$ cat config.mk
export PLATFORM = sky130hd
export DESIGN_NAME = alu4_arbiter
export DESIGN_NICKNAME = d
export VERILOG_FILES = /design/src/rtl/alu4_arbiter.sv
export SDC_FILE = /design/constraint.sdc
export NUM_CORES = 1
export LEC_CHECK = 0
export ABC_AREA = 1
export CAP_MARGIN = 20
export CELL_PAD_IN_SITES_DETAIL_PLACEMENT = 1
export CELL_PAD_IN_SITES_GLOBAL_PLACEMENT = 2
export CORE_MARGIN = 2
export CORE_UTILIZATION = 19
export DETAILED_ROUTE_END_ITERATION = 8
export HOLD_SLACK_MARGIN = 0.1
export PLACE_DENSITY = 0.8
export SYNTH_ARGS = -nofsm -noshare
export SYNTH_HDL_FRONTEND = slang
export SYNTH_SLANG_ARGS = --single-unit
$ cat constraint.sdc
create_clock -name clk -period 2.6 [get_ports clk]
set_input_delay 0.52 -clock clk [delete_from_list [all_inputs] [get_ports clk]]
set_output_delay 0.52 -clock clk [all_outputs]
set_load 0.1 [all_outputs]
$ cat src/rtl/alu4_arbiter.sv
// alu4_arbiter: round-robin, burst-locking front end sharing one combinational
// alu4 core between NREQ requesters, with a one-entry valid/ready response buffer.
// Optional build macro ALU4_ARB_PIPE_EN registers the operand word onto alu_in
// through an extra operand stage (response latency 2 instead of 1).
module alu4_arbiter #(
  parameter int unsigned NREQ    = 4,
  parameter int unsigned MAXBEAT = 8
) (
  input  logic                     clk,
  input  logic                     rst,
  input  logic [NREQ-1:0]          req_valid,
  input  logic [NREQ-1:0]          req_last,
  input  logic [14*NREQ-1:0]       req_data,
  output logic [NREQ-1:0]          req_ready,
  output logic [13:0]              alu_in,
  input  logic [7:0]               alu_out,
  output logic                     rsp_valid,
  input  logic                     rsp_ready,
  output logic [7:0]               rsp_data,
  output logic [$clog2(NREQ)-1:0]  rsp_id,
  output logic                     rsp_last,
  output logic                     rsp_trunc
);

  localparam int unsigned IDW = $clog2(NREQ);
  localparam int unsigned OPW = 14;
  localparam int unsigned BCW = 8;  // beat counter, MAXBEAT <= 255

  typedef enum logic [0:0] {IDLE, LOCK} state_t;

  state_t          state_q, state_d;
  logic [IDW-1:0]  grant_q, grant_d;
  logic [IDW-1:0]  ptr_q, ptr_d;
  logic [BCW-1:0]  beat_q, beat_d;

  logic            pick_found_c;
  logic [IDW-1:0]  pick_idx_c;
  logic [IDW-1:0]  cand_c;
  logic [OPW-1:0]  sel_data_c;
  logic            sel_last_c;
  logic            space_c;
  logic            xfer_c;
  logic            end_c;
  logic            trunc_c;

  // First valid requester at or after ptr, cyclic (NREQ is a power of two)
  always_comb begin
    pick_found_c = 1'b0;
    pick_idx_c   = '0;
    cand_c       = '0;
    for (int unsigned i = 0; i < NREQ; i++) begin
      cand_c = ptr_q + IDW'(i);
      if (!pick_found_c && req_valid[cand_c]) begin
        pick_found_c = 1'b1;
        pick_idx_c   = cand_c;
      end
    end
  end

  // Operand word and last flag of the granted requester
  always_comb begin
    sel_data_c = '0;
    sel_last_c = 1'b0;
    for (int unsigned k = 0; k < NREQ; k++) begin
      if (grant_q == IDW'(k)) begin
        sel_data_c = req_data[k*OPW +: OPW];
        sel_last_c = req_last[k];
      end
    end
  end

  // Burst closes on req_last or when this beat reaches MAXBEAT
  assign trunc_c = !sel_last_c && (beat_q == BCW'(MAXBEAT - 1));
  assign end_c   = sel_last_c || (beat_q == BCW'(MAXBEAT - 1));

  // Arbitration state register
  always_ff @(posedge clk) begin
    if (rst) begin
      state_q <= IDLE;
      grant_q <= '0;
      ptr_q   <= '0;
      beat_q  <= '0;
    end else begin
      state_q <= state_d;
      grant_q <= grant_d;
      ptr_q   <= ptr_d;
      beat_q  <= beat_d;
    end
  end

  // Next-state, grant handshake and beat accounting
  always_comb begin
    state_d   = state_q;
    grant_d   = grant_q;
    ptr_d     = ptr_q;
    beat_d    = beat_q;
    req_ready = '0;
    xfer_c    = 1'b0;
    case (state_q)
      IDLE: begin
        if (pick_found_c) begin
          grant_d = pick_idx_c;
          beat_d  = '0;
          state_d = LOCK;
        end
      end
      LOCK: begin
        req_ready[grant_q] = space_c;
        xfer_c             = space_c && req_valid[grant_q];
        if (xfer_c) begin
          if (end_c) begin
            beat_d  = '0;
            ptr_d   = grant_q + IDW'(1);
            state_d = IDLE;
          end else begin
            beat_d = beat_q + BCW'(1);
          end
        end
      end
      default: state_d = IDLE;
    endcase
  end

`ifdef ALU4_ARB_PIPE_EN
  logic            op_valid_q;
  logic [IDW-1:0]  op_id_q;
  logic            op_last_q;
  logic            op_trunc_q;
  logic            op_move_c;

  // Operand stage advances whenever the response buffer is empty or popping
  assign op_move_c = op_valid_q && (!rsp_valid || rsp_ready);
  assign space_c   = !(op_valid_q && rsp_valid && !rsp_ready);

  // Operand stage: alu_in holds the word while it is presented, else zero
  always_ff @(posedge clk) begin
    if (rst) begin
      op_valid_q <= 1'b0;
      alu_in     <= '0;
      op_id_q    <= '0;
      op_last_q  <= 1'b0;
      op_trunc_q <= 1'b0;
    end else if (xfer_c) begin
      op_valid_q <= 1'b1;
      alu_in     <= sel_data_c;
      op_id_q    <= grant_q;
      op_last_q  <= end_c;
      op_trunc_q <= trunc_c;
    end else if (op_move_c) begin
      op_valid_q <= 1'b0;
      alu_in     <= '0;
    end
  end

  // Response buffer captures the ALU result of the presented operand
  always_ff @(posedge clk) begin
    if (rst) begin
      rsp_valid <= 1'b0;
      rsp_data  <= '0;
      rsp_id    <= '0;
      rsp_last  <= 1'b0;
      rsp_trunc <= 1'b0;
    end else if (op_move_c) begin
      rsp_valid <= 1'b1;
      rsp_data  <= alu_out;
      rsp_id    <= op_id_q;
      rsp_last  <= op_last_q;
      rsp_trunc <= op_trunc_q;
    end else if (rsp_ready) begin
      rsp_valid <= 1'b0;
    end
  end
`else
  assign space_c = !rsp_valid || rsp_ready;
  assign alu_in  = xfer_c ? sel_data_c : '0;

  // Response buffer captures the ALU result in the transfer cycle
  always_ff @(posedge clk) begin
    if (rst) begin
      rsp_valid <= 1'b0;
      rsp_data  <= '0;
      rsp_id    <= '0;
      rsp_last  <= 1'b0;
      rsp_trunc <= 1'b0;
    end else if (xfer_c) begin
      rsp_valid <= 1'b1;
      rsp_data  <= alu_out;
      rsp_id    <= grant_q;
      rsp_last  <= end_c;
      rsp_trunc <= trunc_c;
    end else if (rsp_ready) begin
      rsp_valid <= 1'b0;
    end
  end
`endif

endmodule

# ---- Yosys cells after proc, flatten, opt, wreduce, memory -nomap -nowiden
# Cells that the tools add are included.
dict set report totals {
  reg_bits 26
  word_cells 87
  output_inout_bits 31
  in_bits 75
}
dict set report op_classes {
  n_reduce_logical 18
  bitwise_logic 2
  muxes 41
  order_cmp 6
  n_addsub 5
  eq_ne 6
}
# cell count
set op_table {}
lappend op_table {{$mux 14} 5}
lappend op_table {{$mux 8} 3}
lappend op_table {{$mux 1} 20}
lappend op_table {{$pmux 8 s2} 1}
lappend op_table {{$lt 2x3->1 const B} 5}
lappend op_table {{$bmux 1 s2} 5}
lappend op_table {{$add 8x1->8 const B} 1}
lappend op_table {{$eq 8x3->1 const B} 1}
lappend op_table {{$mux 2} 4}
lappend op_table {{$logic_and 1x1->1} 6}
lappend op_table {{$logic_not 1->1} 5}
lappend op_table {{$add 2x1->2 const B} 2}
lappend op_table {{$add 2x2->2 const B} 2}
lappend op_table {{$and 4x4->4} 1}
lappend op_table {{$eq 2x2->1 const B} 2}
lappend op_table {{$mux 4} 1}
lappend op_table {{$reduce_and 2->1} 2}
lappend op_table {{$reduce_and 3->1} 1}
lappend op_table {{$demux 1 s2} 1}
lappend op_table {{$eq 2x1->1 const B} 1}
lappend op_table {{$ge 2x1->1 const B} 1}
lappend op_table {{$logic_not 2->1} 1}
lappend op_table {{$logic_or 1x1->1} 2}
lappend op_table {{$ne 2x1->1 const B} 1}
lappend op_table {{other kinds (4)} 4}

# ---- Longest topological paths before layout
dict set report logic_depth {
  depth_word 14
  depth_mapped 13
  depth_no_buf 12
}

# ---- Worst setup path after synthesis
# No wires, ideal clock.
dict set report synth_timing {
  kind {register to output}
  startpoint {reg grant_q[1]}
  endpoint {out alu_in[10]}
  path_buffers 2
  t_required_ps 2080
  t_arrival_ps 2781
  slack_ps -701
  path_stages_with_launch 10
  cell_sequence {dfxtp_1 -> inv_1 -> ha_1 -> buf_2 -> nor2_1 -> buf_2 -> a22oi_1 -> o21ai_0 -> o21ai_0 -> nor2_1}
}
dict set report synth_via {
  elab_chain_cells 6
  elab_cells_between_ends 13
  classes_between {eq/ne: 3; mux: 8; reduce/logical: 2}
}
# item line
set synth_lines {}
lappend synth_lines {{from (decl)} 32} ;# logic [IDW-1:0] grant_q, grant_d;
lappend synth_lines {{from (signal assigned)} 85} ;# grant_q <= grant_d;
lappend synth_lines {{$logic_not 2->1} 65} ;# if (grant_q == IDW'(k)) begin
lappend synth_lines {{$mux 14 (4 in a row)} 65}
lappend synth_lines {{$mux 14 (*)} 175} ;# assign alu_in = xfer_c ? sel_data_c : '0;
lappend synth_lines {{to (decl)} 15} ;# output logic [13:0] alu_in,
# Mark *: on every way between the ends. The rest lies on a longest branch, timed or not. The select of a mux whose other input is x is not followed.

# ---- Worst setup path after layout
dict set report layout_timing {
  startpoint {in req_valid[2]}
  endpoint {out alu_in[9]}
}
dict set report layout_via {
  elab_chain_cells 5
}
# item line
set layout_lines {}
lappend layout_lines {{from (decl)} 11} ;# input logic [NREQ-1:0] req_valid,
lappend layout_lines {{$bmux 1 s2} 109} ;# xfer_c = space_c && req_valid[grant_q];
lappend layout_lines {{$mux 1 (implied by the code)} 109}
lappend layout_lines {{$logic_and 1x1->1} 109}
lappend layout_lines {{$mux 1} 99} ;# case (state_q)
lappend layout_lines {{$mux 14} 175}
# Every way passes these cells. The select of a mux whose other input is x is not followed.

==> impl_metrics.toml <==
[global_route]
grt_overflow = 0
antenna_found_initial = 0
grt_pass1_wl_um = 12900
grtUsageTotal = 0.140
grt_pass1_vias = 2572
grt_max_degree = 31

[logic_synthesis]
syn_inst = 309
synth.lib_cells_used.distinct = 26
yosys_warnings = 0
syn_area_um2 = 1950
ys_top_cells_by_area = "dfxtp_1, o21ai_0, nand2_1"
synth_top_area_frac = 0.268
yosysSeqAreaShare = 0.268
syn-num-nets = 389
yosys.area.top_type = "dfxtp_1"
syn_area_per_cell_um2 = 6.30
synth_seq_cells = 26

[sta]
fin_ws_ns = 0.105
worst_pin_slew_ns = 0.527
slew_violations = 0
finalHoldViolCount = 0
finalCriticalPeriod_ns = 2.49
fin_skew_ns = 0.00367
maxSlewHeadroom = 0.648
fin_crit_sh = 0.960
rsz0062_at_grt = "true"
finalSetupViolCount = 0
clock.fmax_mhz = 401

[power]
p_int_uw = 2000
power.switching_uw = 3010
swShare = 0.601
p_leak_uw = 0.00139
peakVddDrop_v = 0.000473
comb_power_share = 0.809
pwr-share-seq = 0.122
pwr-share-clk = 0.069
finalPower_uw = 5010
powerDensity_nw_per_um2 = 1410

[status]
status = "completed"

[floorplanning]
die_area_um2 = 11100
die_w_um = 105
io_pins = 106
fp.dieH_um = 105
rows = 36
core_um2 = 9860
start_util = 0.197

[placed_design]
gp_congestion = 0.774
placed_cell_area_um2 = 3450
numPortBuffers = 105
hpwlAfterDp_um = 6310
dp_slack_ns = 0.0677

[detailed_routing]
wl_met2_um = 3740
top_layer = "met4"
dr.pass1.iters = 4
wl_met3_um = 451
drtAntennaViolNets = 0
wirelength_um = 7900
routed_via_density = 4.56
routedWlPerCell_um = 14.4
wl_met1_um = 3650
first_iter_violations = 100
via_count = 2492
route.detailed.drc = 0

[clock_network]
cts.htree.levels = 1
cts_tree = "done"
post_cts_buffers = 0
clkLatencyLatePin_ns = 0.28
clock_sinks = 26
hold_buffers = 0
clockBufferDepth = 2
clkTransAtPathRegs_ns = 0.10
root_buffer = "clkbuf_8"
cts_made_buffers = 3

[setup_path]
arrival_ns = 1.97
endpoint_kind = "output pin"
worstSetupStartpoint = "req_valid[2]"
timing.rr.start = "grant_q[0]"
critPathMaxFanout = 10
path_class = "in2out"
worstPathRequired_ns = 2.08
setup.worst_path.start_class = "primary input"

[final_layout]
n_fill_cell = 1197
fin_util = 0.359
final_cell_area_um2 = 3550
drive_above_1_share = 0.213
final_nets = 495
antenna-diode-count = 0
ff_latch_area_um2 = 524
area_growth_pct = 82.3
multiInputGateArea_um2 = 1360

[job]
maxCapViolCount = 0

[min_path]
holdCritPathClass = "reg2reg"
hold_path.startpoint = "rsp_last"
==> cells by family after synthesis <==
kind of cell | synth area share
buf+inv | 0.0933
simple gates | 0.334
xor+xnor | 0.0180
compound gates | 0.255
flops | 0.268
fa+ha+maj | 0.0322
==> power by group through the flow <==
stage	sequential (µW)	combinational [µW]	clock, µW
finish	613	4060	345
floorplan	1140	2250	0
CTS	616	4020	349
detailed placement	619	4000	0
global route	633	4350	372
global placement	618	3960	0
==> cell usage in the layout (no fill, tap or decap), drive strengths merged <==
cell / count
clkdlybuf4s50: 73
nand2: 60
nor2: 49
o21ai: 45
buf: 44
a21oi: 31
dfxtp: 26
inv: 23
nand3: 21
a22oi: 14
nor3: 8
ha: 5
nand4: 4
xor2: 3
clkbuf: 3
nor3b: 1
o211a: 1
xnor2: 1
bufinv: 1
dlymetal6s2s: 1
==> Yosys cell counts <==
library cell / number
xor2_1: 3
xnor2_1: 1
nand2_2: 10
nand3_2: 3
nand2_1: 49
inv_4: 1
buf_4: 1
o211a_1: 1
buf_6: 2
ha_1: 5
nor2_8: 1
nor3b_1: 1
clkbuf_1: 10
inv_2: 1
dfxtp_1: 26
nor3_1: 8
nor2_1: 48
inv_1: 20
inv_6: 1
o21ai_0: 45
nand4_1: 4
a21oi_1: 31
nand3_1: 18
nand2_4: 1
a22oi_1: 14
buf_2: 4
==> per-stage QoR <==
step | instances | hold slack (ns) | setup TNS (ns)
after CTS | 546 | 0.475 | 0
after floorplan | 309 | 0.478 | -0.00911
after global routing | 547 | 0.488 | -0.0529
final | 547 | 0.477 | 0
after detailed placement | 542 | 0.460 | 0
after global placement | 542 | 0.459 | 0
==> layer usage <==
metal | GRT usage | vias to the layer above
met5 | 0 | -
met4 | 0.0248 | 0
met3 | 0.0256 | 6
met2 | 0.246 | 83
met1 | 0.179 | 1153
li1 | - | 1250
==> critical path, stage by stage <==
cell	delay (ns)
clkdlybuf4s50_1	0.48
inv_1	0.07
a21oi_1	0.13
o21ai_0	0.09
nand2_1	0.09
nand2_2	0.09
buf_12	0.18
nor2_4	0.13
buf_12	0.18
==> registers in the layout, indices dropped and copies added, names as in the netlist <==
signal and count:
beat_q 8, grant_q 2, ptr_q 2, rsp_data 8, rsp_id 2, rsp_last 1, rsp_trunc 1, rsp_valid 1
state_q 1
==> area by class of cell <==
| cell class | instances | area share |
|---|---|---|
| flip-flops and latches | 26 | 0.148 |
| inverters | 23 | 0.0265 |
| repair buffers | 118 | 0.375 |
| clock buffers | 3 | 0.0116 |
| multi-input cells | 243 | 0.383 |
| clock inverters | 1 | 0.00847 |
| well taps | 133 | 0.0469 |
==> repair_timing <==
action | CTS | global route
pin swaps | 0 | 0
gates cloned | 0 | 1
setup endpoints to repair | 14 | 14
resized for setup | 9 | 20
==> final timing paths <==
| kind | slack [ns] | end | cells after the start |
|---|---|---|---|
| worst max-delay path | 0.11 | alu_in[9] | 9 |
| worst min-delay path | 0.48 | rsp_last | 2 |
| worst max register to register | 0.55 | ptr_q[0] | 12 |
| worst min register to register | 0.48 | rsp_last | 2 |
Power figures use the tool's default switching activity.
==> RTL change: new RTL, config.mk and constraints unchanged <==
Build with the macro `ALU4_ARB_PIPE_EN` defined.
--- a/src/rtl/alu4_arbiter.sv
+++ b/src/rtl/alu4_arbiter.sv
@@ -4,2 +4,4 @@
 // through an extra operand stage (response latency 2 instead of 1).
+`define ALU4_ARB_PIPE_EN
+
 module alu4_arbiter #(
Check against the original RTL: not equivalent (Yosys sat finds a counterexample within 4 cycles, from zero or initial values and one cycle with rst high).
==> RTL change against the unedited design <==
  * Global-route usage down 1.0 points
  * Design area up 10%
  * Synthesized area up 33%
  * Maximum frequency up 6.0%
  * Final cell count up 20%
  * Critical path type unchanged
  * Worst setup slack better by 140 ps
  * Count of clock-buffer cells in the layout up 4
  * Total power down 7.2%
  * Via count up 16%
  * Routed wire length up 18%
  * Clock skew up 2.2 ps
  * Sequential cell count up 19
  * Largest power group unchanged
  * Non-clock buffer count down 4
  * Sequential share of layout area up 8.2 points
==> RTL change: results (changes against the unedited design) <==
Global route
  • Number of global-route vias before repair: 3088 (was 2572)
  • Largest net degree at the start of global routing: 29 (was 31)
  • Global router's overall resource usage: 13.0% (was 14.0%)

Yosys
  • Largest cells by area after synthesis: dfxtp_1 35%, a21oi_1 12%, nand2_1 10% (was dfxtp_1 27%, o21ai_0 12%, nand2_1 9.5%)
  • Seq/Total Area, Yosys: 34.9% (was 26.8%)
  • Syn Area/Cell: 6.68 sq um (was 6.30 sq um)
  • Async set-reset flop share out of synthesis: 0% (unchanged)
  • Post-synth top cells: 71 x nand2_1, 61 x a21oi_1, 57 x nor2_1 (was 49 x nand2_1, 48 x nor2_1, 45 x o21ai_0)
  • Net Count, Synth: 466 (was 389)
  • Netlist cell types: 33 (was 26)

Critical path
  • Crit-path max FO: 5 (was 10)

CTS
  • Cts bufs inserted: 5 (was 3)
  • CTS clk-pin slew, worst paths: 60 ps (was 100 ps)
  • Post-cts sizing count: 0 (was 9)
  • Post-CTS Setup Repair Bufs: 0 (unchanged)
  • Root buffer cell: clkbuf_16 (was clkbuf_8)
  • H-Tree Depth: 2 (was 1)

Power and ir drop
  • Pwr per Cell Area: 1190 nW/um^2 (was 1410 nW/um^2)
  • Sequential power share: 22.0% (was 12.2%)
  • Maximum vdd drop: 605 uV (was 473 uV)
  • Sw Pwr: 0.00258 W (was 0.00301 W)
  • Comb power frac: 64.6% (was 80.9%)

STA
  • Worst Skew: 5.92 ps (was 3.67 ps)
  • Measured slew at the worst slew-check pin: 625 ps (was 527 ps)

Final layout
  • # fillers: 1652 (was 1197)
  • Layout cells sized above 1: 12.6% (was 21.3%)
  • Final nets: 562 (was 495)

Routing
  • Post-DR wirelength/cell: 14.1 microns (was 14.4 microns)
  • Initial drt markers: 125 (was 100)

Placed design
  • Gpl congestion: 0.833 (was 0.774)
  • Post-DP HPWL: 7.29 mm (was 6.31 mm)

Status
  • Outcome: completed (unchanged)
RTL change: cell types whose count changed in the layout (fill, tap and decap cells not counted), moves of 13 or more:
cell / change
o211ai_1: +15
a21oi_1: +30
buf_12: -16
nand2_1: +23
nor2_4: -13
a22oi_1: -14
o21ai_1: -19
buf_4: +14
nor2_1: +25
o31ai_1: +14
dfxtp_1: +22
RTL change: final cells by class:
cell class / count / share of cell area, %
multi-input cells: 288 / 37.3
repair buffers: 114 / 27.9
inverters: 28 / 2.68
clock buffers: 7 / 3.39
clock inverters: 1 / 0.192
flip-flops and latches: 45 / 23.0
well taps: 176 / 5.62
RTL change: cell families after synthesis:
group                      Yosys count  synth area share [%]
and+or+nand+nor                    163                  26.5
AOI/OAI and AO/OA                  117                  26.5
buffers and inverters               53                  8.59
DFF                                 45                  34.9
adders and majority gates            5                  2.43
xor gates and xnor gates             3                  1.02
RTL change: path summary, 6_finish.rpt:
kind	from	endpoint	slack, ps	cells after the start
setup / recovery	rsp_ready	req_ready[3]	250	8
hold / removal	alu_in[2]	alu_in[2]	470	2
setup reg to reg	grant_q[1]	ptr_q[1]	480	10
hold reg to reg	alu_in[2]	alu_in[2]	470	2
RTL change: per-layer routing:
metal | routed length [microns] | GRT usage (%) | vias up
met5 | 0 | 0 | -
met4 | 30 | 1.31 | 0
met3 | 709 | 4.10 | 5
met2 | 4300 | 22.5 | 82
met1 | 4260 | 16.3 | 1324
li1 | - | - | 1491
RTL change: through the flow:
step	setup WS (ps)	util, %	setup TNS (ps)	instances
3_5_place_dp	187	28.5	0	651
5_1_grt	142	29.6	0	659
3_3_place_gp	245	28.5	0	651
6_report	246	29.6	0	659
4_1_cts	204	29.6	0	659
2_1_floorplan	-293	-	-878	386
